`src/rtl/encode_decode_pkg.sv`:
```
// Shared Hamming(7,4) serial-link definitions: frame geometry, receiver states and syndrome math.
package encode_decode_pkg;

   localparam int FRAME_LEN = 8;
   localparam int DATA_W    = 4;
   localparam int PAR_W     = 3;

   typedef enum logic [1:0] {
      HUNT,
      RECV,
      EXPECT
   } state_t;

   // s0 covers d0,d1,d2; s1 covers d0,d1,d3; s2 covers d0,d2,d3
   function automatic logic [PAR_W-1:0] hamming74_syndrome(
      input logic [DATA_W-1:0] d,
      input logic [PAR_W-1:0]  p
   );
      hamming74_syndrome = {p[2] ^ d[0] ^ d[2] ^ d[3],
                            p[1] ^ d[0] ^ d[1] ^ d[3],
                            p[0] ^ d[0] ^ d[1] ^ d[2]};
   endfunction

endpackage

```
`src/rtl/hamming74_correct.sv`:
```
// Combinational Hamming(7,4) single-error corrector: flips the data bit the syndrome points at.
module hamming74_correct
   import encode_decode_pkg::*;
(
   input  logic [DATA_W-1:0] d,
   input  logic [PAR_W-1:0]  p,
   output logic [DATA_W-1:0] d_fix,
   output logic              err
);

   logic [PAR_W-1:0] syn;

   always_comb begin
      syn   = hamming74_syndrome(d, p);
      d_fix = d;
      // single-weight syndromes point at a parity bit, so data passes through
      case (syn)
         3'b111:  d_fix[0] = ~d[0];
         3'b011:  d_fix[1] = ~d[1];
         3'b101:  d_fix[2] = ~d[2];
         3'b110:  d_fix[3] = ~d[3];
         default: d_fix    = d;
      endcase
      err = |syn;
   end

endmodule

```
`src/rtl/decode.sv`:
```
// Serial Hamming(7,4) receiver: start-bit alignment, LSB-first deserialise, single-error correct.
//
//  state  | meaning
//  HUNT   | unaligned, waiting for a start-level bit
//  RECV   | capturing d0..d3,p0..p2 into the shift register
//  EXPECT | frame just decoded, next bit must be a start bit
module decode
   import encode_decode_pkg::*;
#(
   parameter logic START_LEVEL = 1'b1
) (
   input  logic              clk,
   input  logic              rst,
   input  logic              in,
   output logic [DATA_W-1:0] out,
   output logic              valid,
   output logic              corrected,
   output logic              sync_err,
   output logic              locked
);

   localparam logic [2:0] IDX_LAST = 3'(FRAME_LEN - 2);

   state_t            state_q, state_d;
   logic [2:0]        idx_q, idx_d;
   logic [6:0]        sr_q, sr_d;
   logic [6:0]        frame;
   logic [DATA_W-1:0] d_fix;
   logic              err;
   logic [DATA_W-1:0] out_d;
   logic              valid_d, corrected_d, sync_err_d, locked_d;

   // bits enter at the top, so after seven shifts sr[0] holds d0
   assign frame = {in, sr_q[6:1]};

   hamming74_correct u_correct (
      .d     (frame[3:0]),
      .p     (frame[6:4]),
      .d_fix (d_fix),
      .err   (err)
   );

   always_comb begin
      state_d     = state_q;
      idx_d       = idx_q;
      sr_d        = sr_q;
      out_d       = out;
      corrected_d = corrected;
      locked_d    = locked;
      valid_d     = 1'b0;
      sync_err_d  = 1'b0;
      case (state_q)
         HUNT: begin
            locked_d = 1'b0;
            if (in == START_LEVEL) begin
               state_d = RECV;
               idx_d   = 3'd0;
            end
         end
         RECV: begin
            sr_d  = frame;
            idx_d = idx_q + 3'd1;
            if (idx_q == IDX_LAST) begin
               out_d       = d_fix;
               corrected_d = err;
               valid_d     = 1'b1;
               locked_d    = 1'b1;
               state_d     = EXPECT;
            end
         end
         EXPECT: begin
            if (in == START_LEVEL) begin
               state_d = RECV;
               idx_d   = 3'd0;
            end else begin
               sync_err_d = 1'b1;
               locked_d   = 1'b0;
               state_d    = HUNT;
            end
         end
         default: state_d = HUNT;
      endcase
   end

   always_ff @(posedge clk) begin
      if (rst) begin
         state_q   <= HUNT;
         idx_q     <= 3'd0;
         sr_q      <= 7'd0;
         out       <= '0;
         valid     <= 1'b0;
         corrected <= 1'b0;
         sync_err  <= 1'b0;
         locked    <= 1'b0;
      end else begin
         state_q   <= state_d;
         idx_q     <= idx_d;
         sr_q      <= sr_d;
         out       <= out_d;
         valid     <= valid_d;
         corrected <= corrected_d;
         sync_err  <= sync_err_d;
         locked    <= locked_d;
      end
   end

endmodule
```
`config.mk`:
```
export PLATFORM = sky130hd
export DESIGN_NAME = decode
export DESIGN_NICKNAME = d
export VERILOG_FILES = /design/src/rtl/encode_decode_pkg.sv /design/src/rtl/hamming74_correct.sv /design/src/rtl/decode.sv
export SDC_FILE = /design/constraint.sdc
export NUM_CORES = 1
export LEC_CHECK = 0
export CELL_PAD_IN_SITES_DETAIL_PLACEMENT = 0
export CELL_PAD_IN_SITES_GLOBAL_PLACEMENT = 2
export CORE_MARGIN = 1.5
export CORE_UTILIZATION = 33
export DETAILED_ROUTE_END_ITERATION = 10
export PLACE_DENSITY_LB_ADDON = 0.3
export SLEW_MARGIN = 20
export SYNTH_ARGS = -nofsm -noshare
export SYNTH_HDL_FRONTEND = slang
export SYNTH_SLANG_ARGS = --single-unit
```
`constraint.sdc`:
```
create_clock -name clk -period 1.82 [get_ports clk]
set_clock_uncertainty 0.1 [all_clocks]
set_input_delay 0.182 -clock clk [delete_from_list [all_inputs] [get_ports clk]]
set_output_delay 0.182 -clock clk [all_outputs]
set_load 0.005 [all_outputs]
```
==> flow_metrics.tcl, run 1 <==
set metrics [dict create \
    outcome "completed" \
    worstReg2RegEnd "out[2]" \
    crit_family "flip-flops" \
    cp.required_ps 1930 \
    ios 11 \
    rsz0062_at_grt "false" \
    hold_class "register to register" \
    coreArea_um2 2853 \
    grt_pass1_wl_um 3374 \
    die_x_um 58.59 \
    cts_tree "done" \
    setup_viol 0 \
    cts_buffers 3 \
    r2r_cells 4 \
    wire_per_inst_um 12.58 \
    cts.sink_count 19 \
    dp.final_hpwl_um 1519 \
    antennaDiodeCount 0 \
    grt_pass1_vias 714 \
    path_cells "xnor2_4, or3b_1, a21bo_1, a311oi_2" \
    cp-end-kind "register" \
    hold_path_end "locked" \
    syn2layout_area_growth_pct 19.26 \
    grt_max_degree 15 \
    nNetsFinal 134 \
    dr.pass1.iters 4 \
    ant_nets 0 \
    crit_slowest_cell "dfxtp_1" \
    syn_inst 113 \
    vdd_ir_drop_max_mv 0.4411 \
    wl_um 2001 \
    place_area_um2 1170 \
    post-route-period-util 0.9668 \
    syn-cell-area_um2 1020 \
    clk_transition_reported_paths_ps 100 \
    rows 19 \
    worstHoldPathCells 2 \
    min_from "locked" \
    insertion_delay_ps 290 \
    portBuffers 10 \
    maxCapViolations 0 \
    path_buf_inv 0 \
    post-synth-top-area-cell "dfxtp_1" \
    power_w 0.0007115 \
    crit_arrival_ps 1870 \
    ys_types 37 \
    worst_pin_slew_ps 389.0 \
    place_inst 153 \
    drtIter0Drc 25 \
    slew_headroom 0.7403 \
    power_leakage_nw 0.4590 \
    r2r-start "sr_q[4]" \
    clock.fmax_ghz 0.5683 \
    via_per_inst 4.969 \
    worstSetupPathType "register to register" \
    synth.area.top_cells "dfxtp_1 (37%), mux2i_1 (5.9%), nor2_1 (5.9%)" \
    fin_setup_tns_ps 0 \
    yosysTopAreaCellShare 0.3730 \
    die_h_um 58.59 \
    n_fill_cell 293 \
    finalNonFillerCells 159 \
    hold_viol 0 \
    synth.avg_cell_area_um2 9.024 \
    rrSetupSlack_ps 60 \
    synth_fp_nets 118 \
    p_per_area_nw_per_um2 585.1 \
    drive_gt1_frac 0.1328 \
    synth-warning-count 0 \
    antenna_found_initial 0 \
    htreeDepth 1 \
    drv_slew 0 \
    gp_congestion 0.7231 \
    cts_buffer_depth 2 \
    period_needed_ps 1760 \
    grt_overflow 0 \
    yosysSeqAreaShare 0.3730 \
    cts_root_buf "clkbuf_4" \
    dieArea_um2 3433 \
    critPathLaunchType "register" \
    crit_fanout 5 \
    vias 790 \
    max_stage_delay_ps 570 \
    initial_core_util 0.3575 \
    synth_seq_cells 19 \
    grt_usage 0.1290 \
    drc 0 \
    design_area_um2 1216 \
]
report_power, final:
group          internal, W  switching [W]  total (W)
registers         0.000422      0.0000104   0.000432
logic            0.0000335      0.0000388  0.0000723
clock network    0.0000851       0.000122   0.000207
total             0.000541       0.000171   0.000712
placed cells by master, fill, tap and decap left out, drive strengths merged, types with 3 or more instances in the layout:
cell type      netlist  final
buf                  5      9
clkbuf               3      4
xnor2                8      8
and3                 4      4
nand2                4      4
o21ai                3      3
clkdlybuf4s50        0     10
xor2                 4      4
nand3b               3      3
nor3                 4      4
dfxtp               19     19
nand3                8      8
mux2i                6      6
nor2                16     16
layout make-up:
cell class	instances	area [um^2]	area share
tap	31	38.79	0.03189
sequential	19	380.4	0.3128
timing repair buffer	19	167.7	0.1379
multi-input combinational	84	595.6	0.4897
inverter	2	7.507	0.006173
clock buffer	4	26.28	0.02160
worst register-to-register path, delay by kind of cell (launching register included):
kind            cells  cell delay, ps
compound gates      2             450
simple gates        1             390
flops               1             570
xor+xnor            1             180
how the worst max path moves through the flow:
stage	start	end	slack, ps	depth (start not counted)
CTS	sr_q[4]	out[2]	80	4
detailed placement	in	out[2]	-3	5
global placement	in	out[2]	20	5
finish	sr_q[4]	out[2]	60	4
global route	sr_q[1]	out[2]	7	4
floorplan	sr_q[1]	out[2]	170	5
flip-flops by register name, summed over array words and instances, names as in the netlist:
| signal | flops |
|---|---|
| corrected | 1 |
| idx_q | 3 |
| locked | 1 |
| out | 4 |
| sr_q | 6 |
| state_q | 2 |
| sync_err | 1 |
| valid | 1 |
per-layer routing:
metal | global-route usage | vias up | part of all wire
met5 | 0 | - | 0
li1 | - | 428 | -
met2 | 0.1990 | 9 | 0.40
met1 | 0.1818 | 351 | 0.56
met4 | 0.01948 | 0 | 0.0075
met3 | 0.03956 | 2 | 0.028
per-stage QoR:
| step | worst slack (ps) | utilization | hold slack, ps |
|---|---|---|---|
| final | 60.38 | 0.4263 | 405.3 |
| after global routing | 7.164 | 0.4263 | 435.5 |
| after CTS | 77.47 | 0.4193 | 408.3 |
| after detailed placement | -3.484 | 0.4101 | 392.8 |
| after global placement | 17.20 | 0.4101 | 386.5 |
| after floorplan | 173.8 | - | 229.2 |
cell families (layout without fill, tap and decap cells):
group	count (synthesis)	after routing	synth area share
buf+inv	10	25	0.04785
flops	19	19	0.3730
xor+xnor	12	12	0.1362
fa+ha+maj	2	2	0.02454
mux	6	6	0.05890
simple gates	48	48	0.2429
compound gates	16	16	0.1166
Yosys cell counts, drive strengths merged:
| cell | n |
|---|---|
| mux2i | 6 |
| a22oi | 2 |
| and3 | 4 |
| a32oi | 2 |
| xnor2 | 8 |
| buf | 5 |
| clkbuf | 3 |
| xor2 | 4 |
| a21oi | 2 |
| a311oi | 1 |
| or3 | 2 |
| nor2b | 1 |
| nand3 | 8 |
| or3b | 1 |
| o21a | 1 |
| nand2 | 4 |
| nor4 | 1 |
| nand4b | 1 |
| nor3b | 2 |
| dfxtp | 19 |
| a211oi | 1 |
| o211ai | 2 |
| nor2 | 16 |
| nand3b | 3 |
| o21ai | 3 |
| a31oi | 1 |
| nor3 | 4 |
| ha | 2 |
| or2b | 1 |
| a21bo | 1 |
| inv | 2 |
repair_timing:
item	4_1_cts	5_1_grt
endpoints found under the setup margin	0	1
buffers inserted	0	2
hold buffers	0	0
gates resized for setup	0	1
Power figures use the tool's default switching activity.
==> inputs of run 2 (changes only) <==
SLEW_MARGIN = 0   (was 20)
clock period = 1.7 ns   (was 1.82 ns; I/O delays follow)
==> run 2 against run 1 <==
Count of clock-buffer cells in the layout decreased by 1. Largest power group unchanged. Worst setup slack better by 42 ps. Fmax rose by 10%. Register-to-register slack better by 40 ps. First-iteration DRC count down 16%. Non-clock buffer count grew 4. Sequential power is 6.9% higher. Combinational power increased by 13%. Sequential share of layout area is 0.37 points lower. Core utilization increased by 1.4 points. Power grew 9.1%. Highest routed layer unchanged.
==> flow_metrics.tcl, run 2 (same netlist as run 1, synthesis figures left out) <==
set metrics [dict create \
    outcome "completed" \
    power_leakage_nw 0.4869 \
    dr.pass1.iters 4 \
    fin_setup_tns_ps 0 \
    fin_ws_ps 102.8 \
    wire_per_inst_um 12.28 \
    die_x_um 58.59 \
    met1_usage 0.1703 \
    cts_buffer_depth 2 \
    r2r-start "sr_q[2]" \
    drtIter0Drc 21 \
    cts_tree "done" \
    cp-end-kind "register" \
    period_needed_ps 1597 \
    p_per_area_nw_per_um2 618.4 \
    worstHoldPathCells 2 \
    initial_core_util 0.3575 \
    gp_congestion 0.7265 \
    crit_fanout 5 \
    grt_pass1_vias 745 \
    drive_gt1_frac 0.1970 \
    cts.sink_count 19 \
    die_h_um 58.59 \
    reg_top3 "sr_q (6), out (4), idx_q (3)" \
    nNetsFinal 138 \
    use_met2 0.1942 \
    worst_pin_slew_ps 333.2 \
    grt_max_degree 14 \
    setup_viol 0 \
    worstSetupPathType "register to register" \
    drc 0 \
    post-route-period-util 0.9395 \
    vdd_ir_drop_max_mv 0.3538 \
    design_area_um2 1255 \
    cts_buffers 3 \
    clk_transition_reported_paths_ps 120 \
    wl_um 2002 \
    vias 838 \
    via_per_inst 5.141 \
    multi_input_comb_area_um2 595.6 \
    antennaDiodeCount 0 \
    worstReg2RegEnd "out[2]" \
    final_cell_mix "nor2_1 (16), dfxtp_1 (15), buf_4 (13), clkdlybuf4s50_1 (10), nand3_1 (8)" \
    antenna_found_initial 0 \
    hold_class "register to register" \
    rows 19 \
    finalNonFillerCells 163 \
    dieArea_um2 3433 \
    drv_slew 0 \
    coreArea_um2 2853 \
    clock.fmax_ghz 0.6261 \
    seqCellArea_um2 387.9 \
    top_usage_layer "met2" \
    crit_arrival_ps 1710 \
    cts_root_buf "clkbuf_4" \
    r2r_cells 4 \
    hold_path_end "locked" \
    layout_commonest_cell "nor2_1" \
    hold_viol 0 \
    syn2layout_area_growth_pct 23.07 \
    n_fill_cell 292 \
    worstSetupStartpoint "sr_q[2]" \
    top_register "sr_q" \
    grt_overflow 0 \
    dp.final_hpwl_um 1543 \
    cp.required_ps 1820 \
    insertion_delay_ps 300 \
    grt_usage 0.1252 \
    ant_nets 0 \
    place_inst 159 \
    fin_util 0.4399 \
    ctsHoldBuffers 0 \
    rsz0062_at_grt "false" \
    slew_headroom 0.7763 \
    min_from "locked" \
    place_area_um2 1215 \
    maxCapViolations 0 \
    portBuffers 10 \
    htreeDepth 1 \
    ios 11 \
    rrSetupSlack_ps 100 \
    critPathLaunchType "register" \
    dp_slack_ps -115.7 \
    grt_pass1_wl_um 3318 \
    largest_reg_flops 6 \
    gr-usage-met3 0.02637 \
]
[run 2: cell types whose count changed in the layout (fill, tap and decap cells not counted), sizes merged]
cell	delta
clkinv	+1
buf	+4
clkbuf	-1
[run 2: report_power, final]
group | internal, W | switching, W
combinational | 0.0000392 | 0.0000424
sequential | 0.000452 | 0.0000108
clock | 0.0000875 | 0.000145
[run 2: worst max-delay path, cell delays in order, from the launching register on]
cell	delay, ps
dfxtp_1	380
xor2_1	190
or3b_1	400
a21bo_1	210
a311oi_2	240
[run 2: repair_timing]
item                       4_1_cts  5_1_grt
buffers inserted                 0        0
hold endpoints to repair         0        0
setup endpoints to repair        1        3
resized for setup                1        5
[run 2: per-stage QoR]
step / total power (W) / hold slack, ps
2_1_floorplan: 0.0005262 / 217.2
3_3_place_gp: 0.0005521 / 386.4
3_5_place_dp: 0.0005543 / 387.0
4_1_cts: 0.0007842 / 404.1
5_1_grt: 0.0008188 / 427.9
6_report: 0.0007761 / 398.2
[run 2: worst max path at each step]
| stage | endpoint | slack (ps) | cells after the start |
|---|---|---|---|
| CTS | out[2] | 30 | 4 |
| global placement | out[2] | -100 | 5 |
| global route | out[3] | 8 | 7 |
| detailed placement | out[2] | -120 | 5 |
| floorplan | out[2] | 50 | 5 |
| finish | out[2] | 100 | 4 |
[run 2: area by class of cell]
type | count | share of cell area
clock buffer | 3 | 0.01795
clock inverter | 1 | 0.003988
inverter | 2 | 0.005982
timing repair buffer | 23 | 0.1575
sequential | 19 | 0.3091
multi-input combinational | 84 | 0.4746
tap | 31 | 0.03091
[run 2: metal layers]
metal / routed length (um) / part of all wire
met1: 1049 / 0.52
met2: 854 / 0.43
met3: 78 / 0.039
met4: 21 / 0.010
met5: 0 / 0
